### config.mk
export PLATFORM = sky130hd
export DESIGN_NAME = load_store_unit
export DESIGN_NICKNAME = d
export VERILOG_FILES = /design/src/rtl/load_store_unit.sv
export SDC_FILE = /design/constraint.sdc
export NUM_CORES = 1
export LEC_CHECK = 0
export ABC_AREA = 0
export ABC_CLOCK_PERIOD_IN_PS = 1700
export BUFFER_PORTS_ARGS = -buffer_cell sky130_fd_sc_hd__buf_2
export CORE_UTILIZATION = 35
export CTS_CLUSTER_DIAMETER = 40
export DETAILED_ROUTE_END_ITERATION = 8
export SLEW_MARGIN = 20
export SYNTH_ARGS = -nofsm -noshare
export SYNTH_HDL_FRONTEND = slang
export SYNTH_SLANG_ARGS = --single-unit
### constraint.sdc
create_clock -name i_Clock -period 1.7 [get_ports i_Clock]
set_input_delay 0.34 -clock i_Clock [delete_from_list [all_inputs] [get_ports i_Clock]]
set_output_delay 0.34 -clock i_Clock [all_outputs]
set_load 0.1 [all_outputs]
### src/rtl/load_store_unit.sv
// rtl/load_store_unit.sv - byte/half/word load-store initiator for a word-addressed memory without byte enables
module load_store_unit (
    input  logic        i_Clock,
    input  logic        i_Reset,
    input  logic        i_ReqValid,
    output logic        o_ReqReady,
    input  logic        i_ReqWrite,
    input  logic [1:0]  i_ReqSize,
    input  logic        i_ReqUnsigned,
    input  logic [31:0] i_ReqAddress,
    input  logic [31:0] i_ReqWriteData,
    output logic        o_RespValid,
    output logic [31:0] o_RespData,
    output logic        o_RespError,
    output logic        o_MemWriteEnable,
    output logic [31:0] o_MemAddress,
    output logic [31:0] o_MemDataOut,
    input  logic [31:0] i_MemDataIn
);

    typedef enum logic [2:0] {
        S_IDLE,
        S_ACCESS,
        S_WAIT,
        S_WRITE,
        S_RESP
    } state_t;

    localparam logic [1:0] SIZE_BYTE = 2'b00;
    localparam logic [1:0] SIZE_HALF = 2'b01;
    localparam logic [1:0] SIZE_WORD = 2'b10;

    state_t      state;
    state_t      state_next;

    logic [1:0]  lane_q;
    logic [1:0]  size_q;
    logic        unsigned_q;
    logic        write_q;
    logic [15:0] wdata_q;

    logic        accept;
    logic        misaligned;
    logic        word_store;
    logic [7:0]  byte_lane;
    logic [15:0] half_lane;
    logic [31:0] load_result;
    logic [31:0] merged_word;

    // Upper address bits alias the 256 KiB window and are deliberately dropped.
    logic        unused_addr_bits;
    assign unused_addr_bits = ^i_ReqAddress[31:18];

    assign accept     = i_ReqValid && (state == S_IDLE);
    assign word_store = write_q && (size_q == SIZE_WORD);

    always_comb begin
        misaligned = 1'b0;
        case (i_ReqSize)
            SIZE_BYTE: misaligned = 1'b0;
            SIZE_HALF: misaligned = i_ReqAddress[0];
            SIZE_WORD: misaligned = |i_ReqAddress[1:0];
            default:   misaligned = 1'b1;
        endcase
    end

    always_comb begin
        state_next = state;
        case (state)
            S_IDLE:   if (accept) state_next = misaligned ? S_RESP : S_ACCESS;
            S_ACCESS: state_next = word_store ? S_RESP : S_WAIT;
            S_WAIT:   state_next = write_q ? S_WRITE : S_RESP;
            S_WRITE:  state_next = S_RESP;
            S_RESP:   state_next = S_IDLE;
            default:  state_next = S_IDLE;
        endcase
    end

    // Handshake and write strobe decode from state and latched request only.
    assign o_ReqReady       = (state == S_IDLE);
    assign o_RespValid      = (state == S_RESP);
    assign o_MemWriteEnable = ((state == S_ACCESS) && word_store) || (state == S_WRITE);

    always_comb begin
        byte_lane   = i_MemDataIn[7:0];
        half_lane   = lane_q[1] ? i_MemDataIn[31:16] : i_MemDataIn[15:0];
        load_result = i_MemDataIn;
        merged_word = i_MemDataIn;
        case (lane_q)
            2'd0:    byte_lane = i_MemDataIn[7:0];
            2'd1:    byte_lane = i_MemDataIn[15:8];
            2'd2:    byte_lane = i_MemDataIn[23:16];
            default: byte_lane = i_MemDataIn[31:24];
        endcase
        case (size_q)
            SIZE_BYTE: begin
                load_result = {{24{byte_lane[7] & ~unsigned_q}}, byte_lane};
                case (lane_q)
                    2'd0:    merged_word[7:0]   = wdata_q[7:0];
                    2'd1:    merged_word[15:8]  = wdata_q[7:0];
                    2'd2:    merged_word[23:16] = wdata_q[7:0];
                    default: merged_word[31:24] = wdata_q[7:0];
                endcase
            end
            SIZE_HALF: begin
                load_result = {{16{half_lane[15] & ~unsigned_q}}, half_lane};
                if (lane_q[1]) merged_word[31:16] = wdata_q;
                else           merged_word[15:0]  = wdata_q;
            end
            default: begin
                load_result = i_MemDataIn;
                merged_word = i_MemDataIn;
            end
        endcase
    end

    always_ff @(posedge i_Clock) begin
        if (i_Reset) begin
            state        <= S_IDLE;
            lane_q       <= 2'b0;
            size_q       <= 2'b0;
            unsigned_q   <= 1'b0;
            write_q      <= 1'b0;
            wdata_q      <= 16'b0;
            o_RespData   <= 32'b0;
            o_RespError  <= 1'b0;
            o_MemAddress <= 32'b0;
            o_MemDataOut <= 32'b0;
        end else begin
            state <= state_next;
            if (accept) begin
                lane_q       <= i_ReqAddress[1:0];
                size_q       <= i_ReqSize;
                unsigned_q   <= i_ReqUnsigned;
                write_q      <= i_ReqWrite;
                wdata_q      <= i_ReqWriteData[15:0];
                o_RespData   <= 32'b0;
                o_RespError  <= misaligned;
                o_MemAddress <= {16'b0, i_ReqAddress[17:2]};
                if (i_ReqWrite) o_MemDataOut <= i_ReqWriteData;
            end
            if (state == S_WAIT) begin
                if (write_q) o_MemDataOut <= merged_word;
                else         o_RespData   <= load_result;
            end
        end
    end

endmodule
**Word-level counts from Yosys, hierarchy flattened**

Index checks and enable logic that the tools add are counted.

- Bitwise operators: 3
- Muxes and demuxes: 23
- Reductions and logical operators: 10
- Equal/unequal tests: 11

Operators by type and width:

| operator | count |
|---|---|
| 32-bit 2-to-1 mux | 7 |
| 32-bit one-hot mux with 2 select lines | 2 |
| 16-bit 2-to-1 mux | 3 |
| 8-bit 2-to-1 mux | 4 |
| 8-bit one-hot mux with 3 select lines | 1 |
| 3-bit 2-to-1 mux | 4 |
| 3-bit one-hot mux with 4 select lines | 1 |
| 2-bit by 1-bit == test with 1-bit output, second input constant | 3 |
| 2-bit == test, second input constant | 3 |
| 3-bit by 2-bit == test with 1-bit output, second input constant | 2 |
| 2-bit zero test | 3 |
| 3-bit by 1-bit == test with 1-bit output, second input constant | 1 |
| 3-bit == test, second input constant | 1 |
| 1-bit logical AND | 3 |
| 3-bit zero test | 1 |
| 1-bit one-hot mux with 3 select lines | 1 |
| 3-bit OR reduction | 1 |
| 1-bit AND | 2 |
| 2-bit by 1-bit != test with 1-bit output, second input constant | 1 |
| 2-bit OR reduction | 1 |
| 1-bit logical OR | 1 |
| 1-bit inverter | 1 |

- Word-level logic and storage cells: 57
- Register bits after elaboration: 106
- Output and inout port bits: 100
- Input bits: 103

**Longest topological paths before layout**

- Depth after elaboration: 6
- Gate-level depth with buffers: 7
- Gate-level depth less buffers: 4

**Worst setup path before layout**

No wires, ideal clock.

- Path kind: reg2reg
- Start: register state[1]
- End: register o_RespData[20]
- Data arrival time: 3.693 ns
- Stages on the path, launching flop included: 7
- Path buffers: 2
- Data required time: 1.555 ns
- Setup time: 0.145 ns
- Path slack: -2.137 ns
- Period minus slack after synthesis: 3.837 ns
- Cells stage by stage: dfxtp_1 -> clkbuf_2 -> nor3_1 -> nand2_1 -> buf_2 -> a21oi_1 -> a211oi_2

- Longest elaborated chain between the ends: 5
- Elaborated cells on any way between the ends: 6
- Those cells by class: eq/ne (1); mux (3); reduce/logical (2)

Ends and longest elaborated chain:

| item | RTL line | source |
|---|---|---|
| start: declaration | 33 | `state_t state;` |
| start signal: assignment | 130 | `state <= state_next;` |
| 3-bit zero test (*) | - |  |
| via o_ReqReady | 6 | `output logic o_ReqReady,` |
| 1-bit logical AND (*) | 54 | `assign accept = i_ReqValid && (state == S_IDLE);` |
| 32-bit 2-to-1 mux (*) | 131 | `if (accept) begin` |
| 32-bit 2-to-1 mux | 143 | `if (write_q) o_MemDataOut <= merged_word;` |
| 32-bit 2-to-1 mux (*) | 142 | `if (state == S_WAIT) begin` |
| end signal: assignment | 144 | `else o_RespData <= load_result;` |
| end: declaration | 13 | `output logic [31:0] o_RespData,` |

Mark *: on every way through the listed nets, which the timed path passes. The rest lies on a longest branch.
A chain may end at the register's enable or synchronous reset.

**Worst setup path after layout**

- Start: register write_q
- End: output port o_MemWriteEnable

- Longest elaborated chain between the ends: 3

Ends and longest elaborated chain:

| item | RTL line | source |
|---|---|---|
| start: declaration | 39 | `logic write_q;` |
| start signal: assignment | 135 | `write_q <= i_ReqWrite;` |
| 1-bit logical AND | 55 | `assign word_store = write_q && (size_q == SIZE_WORD);` |
| 1-bit logical AND | 82 | `assign o_MemWriteEnable = ((state == S_ACCESS) && word_store) \|\| (state == S_WRITE);` |
| 1-bit logical OR | 82 |  |
| end: declaration | 15 | `output logic o_MemWriteEnable,` |

Every way passes these cells.

==> out/results.tsv <==
stage	metric	value	unit
routing	via count	5827	
final_layout	# diodes	0	
synth	Mean Syn Cell Area	8.29	um^2
synth	async set or reset register ratio after synthesis	0	%
die	Core Footprint	0.0153	mm^2
final_layout	share of layout cells above drive strength 1	39.6	%
sta	Tcrit/Tclk final	100	%
die	I/O pin total	203	
outcome	failing checks	negative setup slack	
setup_path	crit start category	register	
die	Die X	128	um
routing	drt drc	0	
outcome	outcome	finished, violations left	
cts	H-tree levels	3	
worst_hold_path	hold path start	i_ReqAddress[9]	
cts	clk root buf	clkbuf_16	
final_layout	fin nets	970	
routing	via density per instance	5.38	
sta	Tmin final	1.70	ns
cts	CTS Buffer Depth	2	
setup_path	crit path DAT	1.36	ns
placement	DPL Wire Length	14000	um
power_and_ir_drop	LEAKAGE	3.28	nW
sta	RSZ-0062 raised after global routing	true	
synth	mux contribution to synthesized area	3.48	%
synth	Synthesis Warnings	0	
sta	clk_skew	0.0110	ns
power_and_ir_drop	maximum VDD drop	0.505	mV
synth	largest family of logic cells by synthesized area	compound AO/OA/AOI/OAI gates	
synth	area leader, netlist	dfxtp_1	
synth	number of synthesized flops with an enable pin	0	
synth	Synth area leaders	dfxtp_1 (38%), a21oi_1 (11%), nand2_1 (9.2%), a211oi_1 (6.4%), a221oi_1 (3.3%)	
synth	Synth Area in Compound Gates	34.5	%
die	die height	128	um
sta	worst hold slack	0.205	ns
synth	Syn Std Cell Area	0.00554	mm^2
setup_path	Setup crit end kind	primary output	
sta	Final Max Tran Viols	0	
setup_path	worst r2r src	state[0]$_SDFFE_PP0P_	
routing	final WL	18700	um
final_layout	synthesis-to-layout area growth	37.7	%
synth	Synth Register Bits	106	
worst_hold_path	Worst Hold Class	input port to register	
synth	Synth Area in Simple Gates	15.8	%
cts	clk sink count	106	
synth	Post-Synth Adder-Cell Area	0	%
cts	clock latency on the worst-skew pair	0.36	ns
global_route	pin count of the biggest net entering global routing	55	
routing	Final ANT Viol Nets	0	
setup_path	crit-path max FO	4	
final_layout	storage element area	0.00214	mm^2
global_route	initial antenna violation count	0	
routing	first-pass iteration count of the detailed router	6	
final_layout	non-filler cells, final	1083	
synth	Synth top area share	38.3	%
cts	clock slew at reported path FFs	0.08	ns
die	die area	0.0163	mm^2
routing	drt initial violations	482	
sta	Fmax	587	MHz
routing	wire length per cell	17.3	um
placement	dpl cells	1058	
placement	I/O Buffers	172	
synth	xor/xnor share of the synthesized area	0	%
synth	Post-synth top flop	dfxtp_1	
global_route	first-pass GRT wire length	28500	um
die	num rows	45	
placement	Placer Congestion	0.864	
final_layout	Fill cells	1567	
sta	post-route setup TNS	-0.00217	ns
sta	PnR worst setup slack	-0.00217	ns
final_layout	multi-input logic area	0.00324	mm^2
placement	Place WS	-0.128	ns
synth	register area share after synthesis	38.3	%
run	max_cap viols	0	
power_and_ir_drop	pwr/cell area	971	mW/mm^2
global_route	vias in the first global route	5214	
cts	Num CTS Buffers	9	
sta	Final Hold Fails	0	
synth	Synth cell types	54	
setup_path	critical path class	register to primary output	
setup_path	CP Launch Point	write_q$_SDFFE_PP0P_	
final_layout	Util after Layout	49.8	%
global_route	Overall Global Routing Usage	22.4	%
sta	final setup violating endpoints	1	
die	initial core utilization	36.1	%
synth	Mapped Cells	668	
cts	CTS tree	built	
setup_path	Worst Path Required	1.36	ns
global_route	GRT overflow	0	
==> path summary, 6_finish.rpt <==
path	slack, ns	cells past startpoint	endpoint
min reg2reg	0.45	2	o_RespError$_SDFFE_PP0P_
max	-0.002	5	o_MemWriteEnable
min	0.21	3	o_MemAddress[7]$_SDFFE_PP0P_
max reg2reg	0.06	6	o_MemDataOut[31]$_SDFF_PP0_
==> kinds of logic after synthesis <==
family                 count (synthesis)
AO/OA/AOI/OAI                        275
buffers and inverters                 85
flip-flops                           106
multiplexers                          18
other                                  1
AND/OR/NAND/NOR                      183
==> worst max-delay path, stage by stage, from the launching register on <==
cell and delay (ns):
dfxtp_2 0.34, buf_6 0.13, and3_4 0.15, o21ai_4 0.15, inv_2 0.06, buf_12 0.16
==> layout make-up <==
class                   count  share of cell area, %
inverters                   5                  0.246
flip-flops and latches    106                   28.1
multi-input cells         492                   42.6
clock inverters             6                  0.936
well taps                 211                   3.46
clock buffers              10                   3.14
repair buffers            253                   21.6
==> where the power goes <==
part	switching, W	leakage (nW)	internal [W]
Combinational	0.00172	2.26	0.000716
Clock	0.00100	0.151	0.00120
Sequential	0.000128	0.869	0.00263
==> routing by layer <==
metal	track usage, %	routed length [um]
met1	32.9	8950
met4	5.47	211
met3	4.34	1320
met5	0	0
met2	33.4	8210
==> cells in the mapped netlist, types with 2 or more instances <==
master / count
nor2b_1: 10
a31o_2: 5
nor3_2: 2
a222oi_1: 7
nand3b_1: 2
a22oi_1: 9
o211a_1: 3
buf_2: 21
o21ai_0: 11
a22o_1: 13
a211oi_2: 10
nand2_1: 135
nand2b_1: 3
dfxtp_1: 106
mux2i_1: 17
or3b_2: 8
a221oi_1: 21
and4b_1: 3
clkbuf_1: 36
inv_1: 5
a211oi_1: 47
buf_4: 20
nor3_1: 4
and2_1: 2
a311oi_1: 2
a21o_1: 9
a221oi_2: 4
a21oi_1: 121
a2bb2oi_1: 7
==> state kept, by name (all words and copies together), names as in the netlist <==
| signal | count |
|---|---|
| unsigned_q | 1 |
| size_q | 2 |
| state | 3 |
| lane_q | 2 |
| o_RespError | 1 |
| o_RespData | 32 |
| o_MemDataOut | 32 |
| write_q | 1 |
| o_MemAddress | 16 |
| wdata_q | 16 |
==> layout by cell type, fill, tap and decap left out, types with 3 or more instances in the layout <==
cell / netlist / routed
a222oi_1: 7 / 7
clkbuf_16: 0 / 9
o21ai_0: 11 / 10
or3b_2: 8 / 8
buf_12: 0 / 11
dfxtp_2: 0 / 4
a221oi_2: 4 / 6
a211oi_2: 10 / 13
a221oi_1: 21 / 19
dfxtp_4: 0 / 4
a22oi_1: 9 / 9
a21oi_2: 0 / 12
nor3_1: 4 / 3
nand2_1: 135 / 134
a21oi_1: 121 / 109
mux2i_1: 17 / 17
inv_1: 5 / 4
o211a_1: 3 / 3
buf_2: 21 / 168
and4b_1: 3 / 3
buf_6: 1 / 7
a22o_1: 13 / 13
dfxtp_1: 106 / 98
nor2b_1: 10 / 9
a31o_2: 5 / 5
a21o_1: 9 / 8
a211oi_1: 47 / 44
conb_1: 1 / 16
a2bb2oi_1: 7 / 7
buf_4: 20 / 67
==> stage by stage <==
stage	power (W)	cell area, um^2
2_1_floorplan	0.00456	5720
3_3_place_gp	0.00516	7090
3_5_place_dp	0.00516	7090
4_1_cts	0.00741	7490
5_1_grt	0.00772	7620
6_report	0.00740	7620
==> what timing repair did <==
item / in CTS / in global routing
endpoints found under the setup margin: 52 / 49
buffers inserted: 6 / 3
gates resized for setup: 16 / 23
hold buffers: 0 / 0
pin swaps: 2 / 6
Power figures use the tool's default switching activity.
